<file path="src/rtl/pipe_ctrl.sv">
// pipe_ctrl: central pipeline stall/flush controller.
//   - Merges per-stage stall requests into a priority-encoded 6-bit stall vector.
//   - Remembers a taken branch resolved while IF is held, so that the wrong-path
//     fetch is squashed exactly once, when IF next advances.
//   - Stall watchdog with a sticky error flag.
// Optional feature macro: PIPE_CTRL_PERF_EN enables the stalled-cycle and flush
// counters. When it is undefined, both counter outputs are tied to zero.
module pipe_ctrl #(
  parameter int WDOG_W     = 8,
  parameter int WDOG_LIMIT = 255
) (
  input  logic        clk,
  input  logic        rst,
  input  logic        stallreq_if_i,
  input  logic        stallreq_id_i,
  input  logic        stallreq_ex_i,
  input  logic        stallreq_mem_i,
  input  logic        branch_flag_i,
  output logic [5:0]  stall_o,
  output logic        flush_if_o,
  output logic        branch_pend_o,
  output logic        wdog_err_o,
  output logic [31:0] stall_cycles_o,
  output logic [31:0] flush_cnt_o
);

  localparam logic [WDOG_W-1:0] LIMIT_C = WDOG_W'(WDOG_LIMIT);

  typedef enum logic {
    ST_RUN  = 1'b0,
    ST_PEND = 1'b1
  } state_t;

  state_t            state_q, state_d;
  logic [WDOG_W-1:0] wdog_cnt_q, wdog_cnt_d;
  logic              wdog_err_q, wdog_err_d;
  logic              stall_any;
  logic              branch_acc;

  // Priority encoder: the deepest requesting stage wins. WB is never stopped here.
  always_comb begin
    stall_o = 6'b000000;
    if (rst) begin
      stall_o = 6'b000000;
    end else if (stallreq_mem_i) begin
      stall_o = 6'b011111;
    end else if (stallreq_ex_i) begin
      stall_o = 6'b001111;
    end else if (stallreq_id_i) begin
      stall_o = 6'b000111;
    end else if (stallreq_if_i) begin
      stall_o = 6'b000011;
    end
  end

  assign stall_any = |stall_o;

  // A branch only counts when ID advances. Otherwise ID sees it again next cycle.
  assign branch_acc = branch_flag_i & ~stall_o[2];

  // Next-state and flush logic. A flush is emitted only in a cycle where IF advances.
  always_comb begin
    state_d    = state_q;
    flush_if_o = 1'b0;
    unique case (state_q)
      ST_RUN: begin
        if (branch_acc) begin
          if (stall_o[1]) begin
            state_d = ST_PEND;
          end else begin
            flush_if_o = 1'b1;
          end
        end
      end
      ST_PEND: begin
        // A newer branch while pending needs no extra pulse. pc_reg holds the target.
        if (!stall_o[1]) begin
          flush_if_o = 1'b1;
          state_d    = ST_RUN;
        end
      end
      default: begin
        state_d = ST_RUN;
      end
    endcase
    if (rst) begin
      flush_if_o = 1'b0;
      state_d    = ST_RUN;
    end
  end

  // Watchdog: count consecutive stalled cycles, saturate, and latch the error.
  always_comb begin
    wdog_cnt_d = '0;
    wdog_err_d = wdog_err_q;
    if (stall_any) begin
      if (wdog_cnt_q >= LIMIT_C) begin
        wdog_cnt_d = LIMIT_C;
      end else begin
        wdog_cnt_d = wdog_cnt_q + 1'b1;
      end
      if (wdog_cnt_d == LIMIT_C) begin
        wdog_err_d = 1'b1;
      end
    end
  end

  // State, watchdog counter and error flag registers.
  always_ff @(posedge clk) begin
    if (rst) begin
      state_q    <= ST_RUN;
      wdog_cnt_q <= '0;
      wdog_err_q <= 1'b0;
    end else begin
      state_q    <= state_d;
      wdog_cnt_q <= wdog_cnt_d;
      wdog_err_q <= wdog_err_d;
    end
  end

  assign branch_pend_o = (state_q == ST_PEND);
  assign wdog_err_o    = wdog_err_q;

`ifdef PIPE_CTRL_PERF_EN
  logic [31:0] stall_cycles_q;
  logic [31:0] flush_cnt_q;

  // Performance counters, free-running modulo 2^32.
  always_ff @(posedge clk) begin
    if (rst) begin
      stall_cycles_q <= '0;
      flush_cnt_q    <= '0;
    end else begin
      if (stall_any) begin
        stall_cycles_q <= stall_cycles_q + 32'd1;
      end
      if (flush_if_o) begin
        flush_cnt_q <= flush_cnt_q + 32'd1;
      end
    end
  end

  assign stall_cycles_o = stall_cycles_q;
  assign flush_cnt_o    = flush_cnt_q;
`else
  assign stall_cycles_o = 32'h0;
  assign flush_cnt_o    = 32'h0;
`endif

endmodule

</file>
<file path="config.mk">
export PLATFORM = sky130hd
export DESIGN_NAME = pipe_ctrl
export DESIGN_NICKNAME = d
export VERILOG_FILES = /design/src/rtl/pipe_ctrl.sv
export SDC_FILE = /design/constraint.sdc
export NUM_CORES = 1
export LEC_CHECK = 0
export BUFFER_PORTS_ARGS = -buffer_cell sky130_fd_sc_hd__buf_2
export CORE_UTILIZATION = 35
export DETAILED_ROUTE_END_ITERATION = 8
export GPL_ROUTABILITY_DRIVEN = 0
export GPL_TIMING_DRIVEN = 0
export HOLD_SLACK_MARGIN = 0.06
export PLACE_DENSITY = 0.71
export SETUP_SLACK_MARGIN = 0.5
export SYNTH_ARGS = -nofsm -noshare
export SYNTH_HDL_FRONTEND = slang
export SYNTH_SLANG_ARGS = --single-unit
export TNS_END_PERCENT = 30
</file>
<file path="constraint.sdc">
create_clock -name clk -period 2.8 [get_ports clk]
set_input_delay 0.42 -clock clk [delete_from_list [all_inputs] [get_ports clk]]
set_output_delay 0.42 -clock clk [all_outputs]
set_load 0.01 [all_outputs]
</file>
=== Word-level counts from Yosys, hierarchy flattened ===
Cells that the tools add are included.

* Register bits after elaboration: 10
* Input port bits: 7
* Output and inout port bits: 73
* Word-level logic and storage cells: 27

* $add $sub $neg: 1
* $lt $le $gt $ge: 1
* Equal/unequal tests: 1
* Mux-type cells: 14
* Bitwise operators: 4
* Reductions and logical operators: 3

{| class="wikitable"
|+ Operator list
! kind !! count
|-
| $mux 8 || 2
|-
| $add 8x1->8 const B || 1
|-
| $eq 8x8->1 const B || 1
|-
| $ge 8x8->1 const B || 1
|-
| $mux 6 || 1
|-
| $reduce_or 6->1 || 1
|-
| $mux 1 || 5
|-
| $mux 5 || 1
|-
| $mux 4 || 1
|-
| $pmux 1 s2 || 2
|-
| $mux 3 || 1
|-
| $not 1->1 || 3
|-
| $mux 2 || 1
|-
| $reduce_and 2->1 || 1
|-
| $reduce_or 2->1 || 1
|-
| $and 1x1->1 || 1
|}

=== Logic depth before layout (Yosys ltp) ===
Gate-level depths: netlist of the first run.

* Depth in word-level cells: 10
* Mapped depth: 5
* Depth with buffers taken out: 4

=== Worst setup path after synthesis of the first run ===
OpenSTA, ideal clock, no wires.

* Path kind: input-to-output
* Start: in stallreq_mem_i
* End: out stall_o[1]
* Data arrival time: 1.217 ns
* Data required time: 2.380 ns
* Slack: 1.163 ns
* Stages: 4
* Buffers on the path: 2
* Cells stage by stage: o41ai_2 > buf_6 > inv_2 > buf_4

* Cells in the longest elaborated chain, start to end: 2

{| class="wikitable"
|+ Ends and longest elaborated chain
! item !! line !! source
|-
| start: declaration || 17 || <nowiki>input logic stallreq_mem_i,</nowiki>
|-
| $mux 5 || 45 || <nowiki>end else if (stallreq_mem_i) begin</nowiki>
|-
| $mux 6 || 43 || <nowiki>if (rst) begin</nowiki>
|-
| end: declaration || 19 || <nowiki>output logic [5:0] stall_o,</nowiki>
|}

No other way between the ends.

=== Worst setup path after layout of the first run ===
Ends and elaborated chain as after synthesis.

==> results.ini, run 1 <==
[detailed_routing]
wl_per_cell_um = 6.54
routed_wl_mm = 1.58
drtIter0Drc = 42
drc = 15
vias = 845
ant_nets = 0
first_pass_iters = 6
vias_per_cell = 3.49

[worst_setup_path]
critPathMostFrequentCell = buf_2
cp_slowest_cell = o41ai_2
end_kind = output port
cp-start-kind = primary input
worstPathArrival_ns = 1.49
cpPeakStageDelay_ns = 0.44
crit_path_max_fanout = 10
critPathRequiredTime_ns = 2.38
cp_cell_sequence = buf_2 -> o41ai_2 -> buf_6 -> inv_2 -> buf_4 -> buf_2
r2r_cells = 5
path_class = primary input to output port
reg2reg_from = wdog_cnt_q[0]
crit_family = buffers and inverters
path_buf_inv = 5
rr_endpoint = wdog_err_o
rrSetupSlack_ns = 1.31

[global_route]
grt_pass1_vias = 596
antenna_found_initial = 0
gr-usage-met1_pct = 9.47
grt_use_total_pct = 9.41
busiest_layer = met2
use_met2_pct = 15.6
grt_max_degree = 11
met3_usage_pct = 2.04
grt-ovfl-total = 0
grt_pass1_wl_mm = 2.37

[power_and_ir_drop]
pwr-share-seq_pct = 38.0
intPower_mw = 0.275
irDropWorstVdd_v = 0.0000882
power_frac_comb_pct = 37.7
pwr_density_cell_nw_per_um2 = 278
power.switching_mw = 0.126
p_leak_nw = 0.838
clkPwrFrac_pct = 24.3
switching_share_pct = 31.5

[die]
die_y_um = 57.3
start_util_pct = 37.8
dieArea_um2 = 3280
die_x_um = 57.3
core-area_um2 = 2830
rows = 19
io_pins = 80

[clock_network]
clock_latency_ns = 0.27
cts_buffers = 3
cts_tree = yes
postCtsSetupBuffers = 0
clkTransAtPathRegs_ns = 0.06
htree_levels = 1
ctsLongestPathBuffers = 2
cts-resized-gates = 0
clkSinkCount = 10
clock-root-buffer = clkbuf_4
ctsHoldBuffers = 0

[logic_synthesis]
ys.flop_type = dfxtp_1
synth_warnings = 0
synth_top_area_share_pct = 46.3
synth-seq-cells = 10
synthesis.area_um2 = 1070
yosysUniqueCellTypes = 35
synthTopCellsByArea = buf_4 46%, dfxtp_1 19%, o41ai_2 3.0%
synth-async-reset-ratio_pct = 0
synth_top_area_cell = buf_4
synth_edf_count = 0
synth_cells = 130
ys_seq_area_share_pct = 18.7
avgSynthCellArea_um2 = 8.23

[sta]
max_freq_mhz = 525
finalWorstSetupSlack_ns = 0.895
skew_ns = 0.00766
rsz0062_at_grt = no
final-max-slew-violation-count = 0
min_period_ns = 1.91
fin_crit_sh_pct = 68.0
hold_viol_final = 0
setup_violations = 0
fin_setup_tns_ns = 0

[placement]
dp_hpwl_mm = 1.34
pre_cts_slack_ns = 0.873
io_buffers = 14

[status]
outcome = finished with violations
violations = DRC

[hold_path]
hold_path_depth = 3
min_path_type = primary input to flop
hp-start = branch_flag_i
hold_path_end = branch_pend_o

[finish]
antenna_cells = 0
fin_nets = 221
drive_above_1_share_pct = 45.5
area_delta_synth_final_pct = 34.7

[job]
max_cap_viol_count = 0

how the worst max path moves through the flow:
stage / cells past startpoint / from / endpoint
final: 6 / stallreq_mem_i / stall_o[1]
after global routing: 6 / stallreq_mem_i / stall_o[1]
after CTS: 6 / stallreq_mem_i / stall_o[1]
after detailed placement: 6 / stallreq_mem_i / stall_o[1]
after global placement: 6 / stallreq_mem_i / stall_o[1]
after floorplan: 4 / stallreq_mem_i / stall_o[1]
sequential cells by signal, indices dropped and copies added (netlist names):
signal / flops
wdog_cnt_q: 8
wdog_err_o: 1
branch_pend_o: 1
worst reg2reg max path: cells and delay by family (launching register included):
kind,cells,cell delay [ns]
flip-flops,1,0.36
buffers and inverters,1,0.13
adder cells (fa/ha/maj),1,0.22
AO/OA/AOI/OAI,2,0.52
AND/OR/NAND/NOR,1,0.16
cell usage after synthesis (all sizes together), types with 3 or more instances:
master,count
buf,68
nor3,3
inv,4
nand2,3
nor2,5
nand3,3
dfxtp,10
a31oi,3
a21oi,6
logic make-up after synthesis:
family                   count (synthesis)  synth area share [%]
AO/OA/AOI/OAI                           15                  11.8
XOR/XNOR                                 1                 0.819
adder cells (fa/ha/maj)                  1                  1.17
buffers and inverters                   73                  50.2
flip-flops                              10                  18.7
multiplexers                             1                 0.936
other                                    1                 0.351
AND/OR/NAND/NOR                         28                  16.0
per-stage QoR:
step                instance area [µm²]  hold WS [ns]  power (mW)  util [%]  cells
finish                             1440         0.440       0.401      51.0    242
global route                       1440         0.443       0.427      51.0    242
CTS                                1440         0.437       0.401      51.0    242
detailed placement                 1420         0.445       0.304      50.2    239
global placement                   1420         0.437       0.303      50.2    239
floorplan                          1310         0.467       0.287         -    194
power by group through the flow:
stage / sequential (mW) / combinational [mW] / clock [mW]
global route: 0.153 / 0.165 / 0.109
global placement: 0.156 / 0.147 / 0
floorplan: 0.155 / 0.132 / 0
detailed placement: 0.156 / 0.148 / 0
CTS: 0.152 / 0.148 / 0.100
finish: 0.153 / 0.151 / 0.0973
per-layer routing:
metal	wire length [µm]	part of all wire [%]
met2	717	45
met3	214	14
met4	77	4.9
met1	574	36
met5	0	0
placed cells by master, fill, tap and decap left out, drive strengths merged, types with 2 or more instances in the layout:
cell type	netlist	layout
conb	1	65
nor2	5	5
o41ai	2	2
or2	2	2
clkbuf	0	3
a21oi	6	6
nor4	2	2
or3	2	2
nand2	3	3
nor3	3	3
a31oi	3	3
nand3	3	3
inv	4	4
buf	68	82
dfxtp	10	10
o21ai	2	2
area by class of cell:
type	instances	area (µm²)
Timing Repair Buffer	14	70.1
Tap cell	31	38.8
Buffer	68	518
Clock buffer	3	22.5
Fill cell	288	1390
Inverter	5	18.8
Multi-Input combinational cell	111	573
Sequential cell	10	200
No activity file was read; power rests on OpenSTA's default activity.
==> inputs of run 2 (changes only) <==
Settings changed: PLACE_DENSITY 0.71 to 0.74.
Clock period 2.8 ns to 1.6 ns, I/O delays scaled along.
==> run 2 against run 1 <==
The flow still finishes with violations (DRC). Critical path type is now flop to flop. Non-clock buffer count up 6. Register-to-register slack got worse by 1.1 ns. Sequential power grew 75%. Clock-buffer cell count grew 1. First-iteration DRC count shrank 45%.
==> results.ini, run 2 (synthesis results as in run 1) <==
[die]
die_y_um = 57.3
start_util_pct = 37.8
rows = 19
dieArea_um2 = 3280
core-area_um2 = 2830
io_pins = 80
die_x_um = 57.3

[worst_setup_path]
critPathRequiredTime_ns = 1.77
cp-start-kind = flop
worstPathArrival_ns = 1.53
path_class = flop to flop
end_kind = flop
rrSetupSlack_ns = 0.24
crit_path_max_fanout = 6

[clock_network]
clock_latency_ns = 0.27
clkTransAtPathRegs_ns = 0.07
ctsLongestPathBuffers = 2
clock-root-buffer = clkbuf_4
cts_tree = yes
clkSinkCount = 10
cts_buffers = 3
htree_levels = 1
ctsHoldBuffers = 0

[sta]
setup_violations = 0
fin_setup_tns_ns = 0
skew_ns = 0.0112
max_freq_mhz = 736
hold_viol_final = 0
final-max-slew-violation-count = 0
rsz0062_at_grt = yes
fin_crit_sh_pct = 84.9
min_period_ns = 1.36

[finish]
layout.area.seq_um2 = 208
largest-register = wdog_cnt_q
drive_above_1_share_pct = 49.1
antenna_cells = 0
fin_nets = 227
mostFrequentLayoutCells = 71 x buf_4, 65 x conb_1, 10 x buf_2
layout_commonest_cell = buf_4
fillCellCount = 278
area_delta_synth_final_pct = 46.2
post-route-util_pct = 55.3
multi_input_area_um2 = 604
largest_reg_flops = 8
finalNonFillerCells = 249

[placement]
dp_cells = 239
dp_hpwl_mm = 1.43
io_buffers = 14

[detailed_routing]
drtIter0Drc = 23
routed_wl_mm = 1.82
vias = 913
first_pass_iters = 9
drc = 7
ant_nets = 0
vias_per_cell = 3.67
wl_per_cell_um = 7.30

[global_route]
grt_use_total_pct = 9.99
grt_max_degree = 10
grt_pass1_vias = 588
grt-ovfl-total = 0
antenna_found_initial = 0
grt_pass1_wl_mm = 2.45

[power_and_ir_drop]
power_mw = 0.756
switching_share_pct = 31.7
p_leak_nw = 0.888
clkPwrFrac_pct = 24.6
irDropWorstVdd_v = 0.000190
power.switching_mw = 0.240
pwr_density_cell_nw_per_um2 = 484
power_frac_comb_pct = 40.1
intPower_mw = 0.516
pwr-share-seq_pct = 35.3

[hold_path]
min_path_type = primary input to flop

[status]
outcome = finished with violations
violations = DRC

[job]
max_cap_viol_count = 0

## run 2: cell count changes in the layout (fill, tap and decap cells not counted), sizes merged
| cell | change |
|---|---|
| buf | +6 |
| clkbuf | +1 |
## run 2: power groups by stage
stage,logic (mW),clock network [mW],registers [mW]
after floorplan,0.232,0,0.275
after global placement,0.261,0,0.276
after detailed placement,0.262,0,0.276
after CTS,0.288,0.193,0.267
after global routing,0.329,0.208,0.269
final,0.303,0.186,0.267
## run 2: through the flow
step / setup WS, ns / cell area, µm² / hold slack, ns
4_1_cts: 0.231 / 1540 / 0.255
6_report: 0.241 / 1560 / 0.256
3_3_place_gp: 0.0410 / 1440 / 0.435
2_1_floorplan: 0.298 / 1330 / 0.400
5_1_grt: 0.180 / 1560 / 0.247
3_5_place_dp: 0.0377 / 1440 / 0.441
## run 2: metal layers
metal | share of wire, % | global-route usage [%] | routed length [µm]
met3 | 11 | 3.63 | 201
met5 | 0 | 0 | 0
met2 | 52 | 17.1 | 936
met1 | 35 | 10.3 | 644
met4 | 1.9 | 6.27 | 34
## run 2: area by class of cell
cell class,instances,share of cell area (%)
plain buffers,68,33.4
clock buffers,4,1.68
inverters,5,1.36
multi-input cells,111,38.6
flip-flops and latches,10,13.3
well taps,31,2.48
repair buffers,20,9.20
## run 2: path summary, 6_finish.rpt
path | startpoint | endpoint | depth (start not counted)
worst max-delay path | wdog_cnt_q[1] | wdog_err_o | 5
worst min-delay path | branch_flag_i | branch_pend_o | 3
worst max register to register | wdog_cnt_q[1] | wdog_err_o | 5
worst min register to register | wdog_err_o | wdog_err_o | 2
## run 2: worst max-delay path, cell delays in order (launching register included)
cell     delay [ns]
dfxtp_4        0.36
ha_4           0.15
buf_6          0.12
and2_4         0.15
a211o_1        0.29
o41ai_2        0.19
## run 2: timing repair
item	in CTS	in global routing
hold endpoints to repair	0	0
setup buffers	5	1
pin swaps	1	1
resized for setup	7	6
endpoints found under the setup margin	12	13
==> inputs of run 3 (changes only) <==
Settings changed: PLACE_DENSITY 0.74 to 0.71.
Clock period 1.6 ns to 1.4 ns, I/O delays scaled along.
==> run 3 against run 2 <==
The flow still finishes with violations (DRC). Final cell count is 1.6% higher. Sequential power is 13% higher. Global-route usage is 0.80 points higher. Largest power group unchanged. Critical endpoint unchanged. Power is 17% higher. Highest routed layer unchanged. Combinational power is 24% higher. Fmax is 0.24% higher. Critical path depth stayed put. Setup slack worse by 0.20 ns. Core utilization is 5.0 points higher.
==> results.ini, run 3 (synthesis results as in run 1) <==
[sta]
hold_ws_ns = 0.262
setup_violations = 0
hold_viol_final = 0
max_freq_mhz = 738
final-max-slew-violation-count = 0
rsz0062_at_grt = yes
fin_crit_sh_pct = 96.8
min_period_ns = 1.36
skew_ns = 0.0100
finalWorstSetupSlack_ns = 0.0445

[clock_network]
clock-root-buffer = clkbuf_4
ctsLongestPathBuffers = 2
ctsHoldBuffers = 0
clkSinkCount = 10
clock_latency_ns = 0.26
clkTransAtPathRegs_ns = 0.07
cts_tree = yes
htree_levels = 1
cts_buffers = 3

[power_and_ir_drop]
p_leak_nw = 0.930
irDropWorstVdd_v = 0.000233
clkPwrFrac_pct = 23.1
switching_share_pct = 31.6
power.switching_mw = 0.279
pwr-share-seq_pct = 34.3
power_frac_comb_pct = 42.6
intPower_mw = 0.604
pwr_density_cell_nw_per_um2 = 518

[die]
rows = 19
dieArea_um2 = 3280
die_y_um = 57.3
die_x_um = 57.3
core-area_um2 = 2830
io_pins = 80
start_util_pct = 37.8

[worst_setup_path]
crit_path_max_fanout = 6
cpPeakStageDelay_ns = 0.36
path_class = flop to flop
r2r_cells = 5
rrSetupSlack_ns = 0.04
critPathRequiredTime_ns = 1.56
rr_endpoint = wdog_err_o
cp_cell_sequence = ha_4 -> buf_6 -> and2_4 -> a211o_1 -> o41ai_2
reg2reg_from = wdog_cnt_q[1]
setup.worst_path.end = wdog_err_o
worstSetupPathDepth = 5
cp-start-kind = flop
cp_slowest_cell = dfxtp_4
path_buf_inv = 1
crit_family = compound AO/OA/AOI/OAI gates
worstPathArrival_ns = 1.52
end_kind = flop
critPathLaunch = wdog_cnt_q[1]

[finish]
area_delta_synth_final_pct = 59.3
fin_area_um2 = 1700
largest-register = wdog_cnt_q
drive_above_1_share_pct = 56.8
mostFrequentLayoutCells = 74 x buf_4, 65 x conb_1, 8 x buf_6
largest_reg_flops = 8
fin_nets = 231
finalNonFillerCells = 253
layout_commonest_cell = buf_4
antenna_cells = 0

[global_route]
grt_pass1_vias = 696
grt_use_total_pct = 10.8
antenna_found_initial = 0
grt-ovfl-total = 0
grt_max_degree = 10
grt_pass1_wl_mm = 2.71

[status]
outcome = finished with violations
violations = DRC

[detailed_routing]
ant_nets = 0
drtIter0Drc = 37
routed_wl_mm = 1.98
wl_per_cell_um = 7.81
drc = 13
vias_per_cell = 3.68
vias = 930
first_pass_iters = 6

[hold_path]
min_path_type = primary input to flop

[job]
max_cap_viol_count = 0

[placement]
place_area_um2 = 1440
pre_cts_slack_ns = -0.0893
dp_hpwl_mm = 1.43
io_buffers = 14
dp_cells = 239

run 3: power groups by stage:
stage | clock [mW] | combinational [mW] | sequential [mW]
6_report | 0.204 | 0.376 | 0.303
5_1_grt | 0.223 | 0.406 | 0.304
4_1_cts | 0.213 | 0.333 | 0.305
3_5_place_dp | 0 | 0.300 | 0.315
3_3_place_gp | 0 | 0.298 | 0.315
2_1_floorplan | 0 | 0.266 | 0.314
run 3: worst register-to-register path, stage by stage (launching register included):
cell and delay (ns):
dfxtp_4 0.36, ha_4 0.15, buf_6 0.12, and2_4 0.15
a211o_1 0.29, o41ai_2 0.19
run 3: cell type report:
type	instances	area [µm²]
Multi-Input combinational cell	111	663
Tap cell	31	38.8
Sequential cell	10	224
Clock buffer	4	26.3
Fill cell	265	1120
Inverter	5	21.3
Buffer	68	522
Timing Repair Buffer	24	209
run 3: what timing repair did:
action                                  in CTS  in global routing
gates resized for setup                     10                 33
pin swaps                                    1                 16
endpoints found under the setup margin      15                 16
buffers inserted                             6                  4
run 3: metrics by stage:
step / power [mW] / utilization, % / TNS (ns)
floorplan: 0.579 / - / 0
global placement: 0.613 / 50.9 / -0.0979
detailed placement: 0.615 / 50.9 / -0.0893
CTS: 0.851 / 54.7 / 0
global route: 0.933 / 60.2 / -0.0127
finish: 0.883 / 60.2 / 0
run 3: worst min-delay path by stage:
| stage | startpoint | end | depth (start not counted) |
|---|---|---|---|
| floorplan | branch_flag_i | branch_pend_o | 2 |
| global placement | wdog_err_o | wdog_err_o | 2 |
| detailed placement | wdog_err_o | wdog_err_o | 2 |
| CTS | branch_flag_i | branch_pend_o | 3 |
| global route | branch_flag_i | branch_pend_o | 3 |
| finish | branch_flag_i | branch_pend_o | 3 |
run 3: routing by layer:
layer | part of all wire [%] | GRT usage [%] | wire [µm]
met1 | 35 | 11.3 | 698
met2 | 52 | 18.7 | 1040
met3 | 11 | 2.72 | 211
met4 | 1.4 | 8.01 | 27
met5 | 0 | 0 | 0
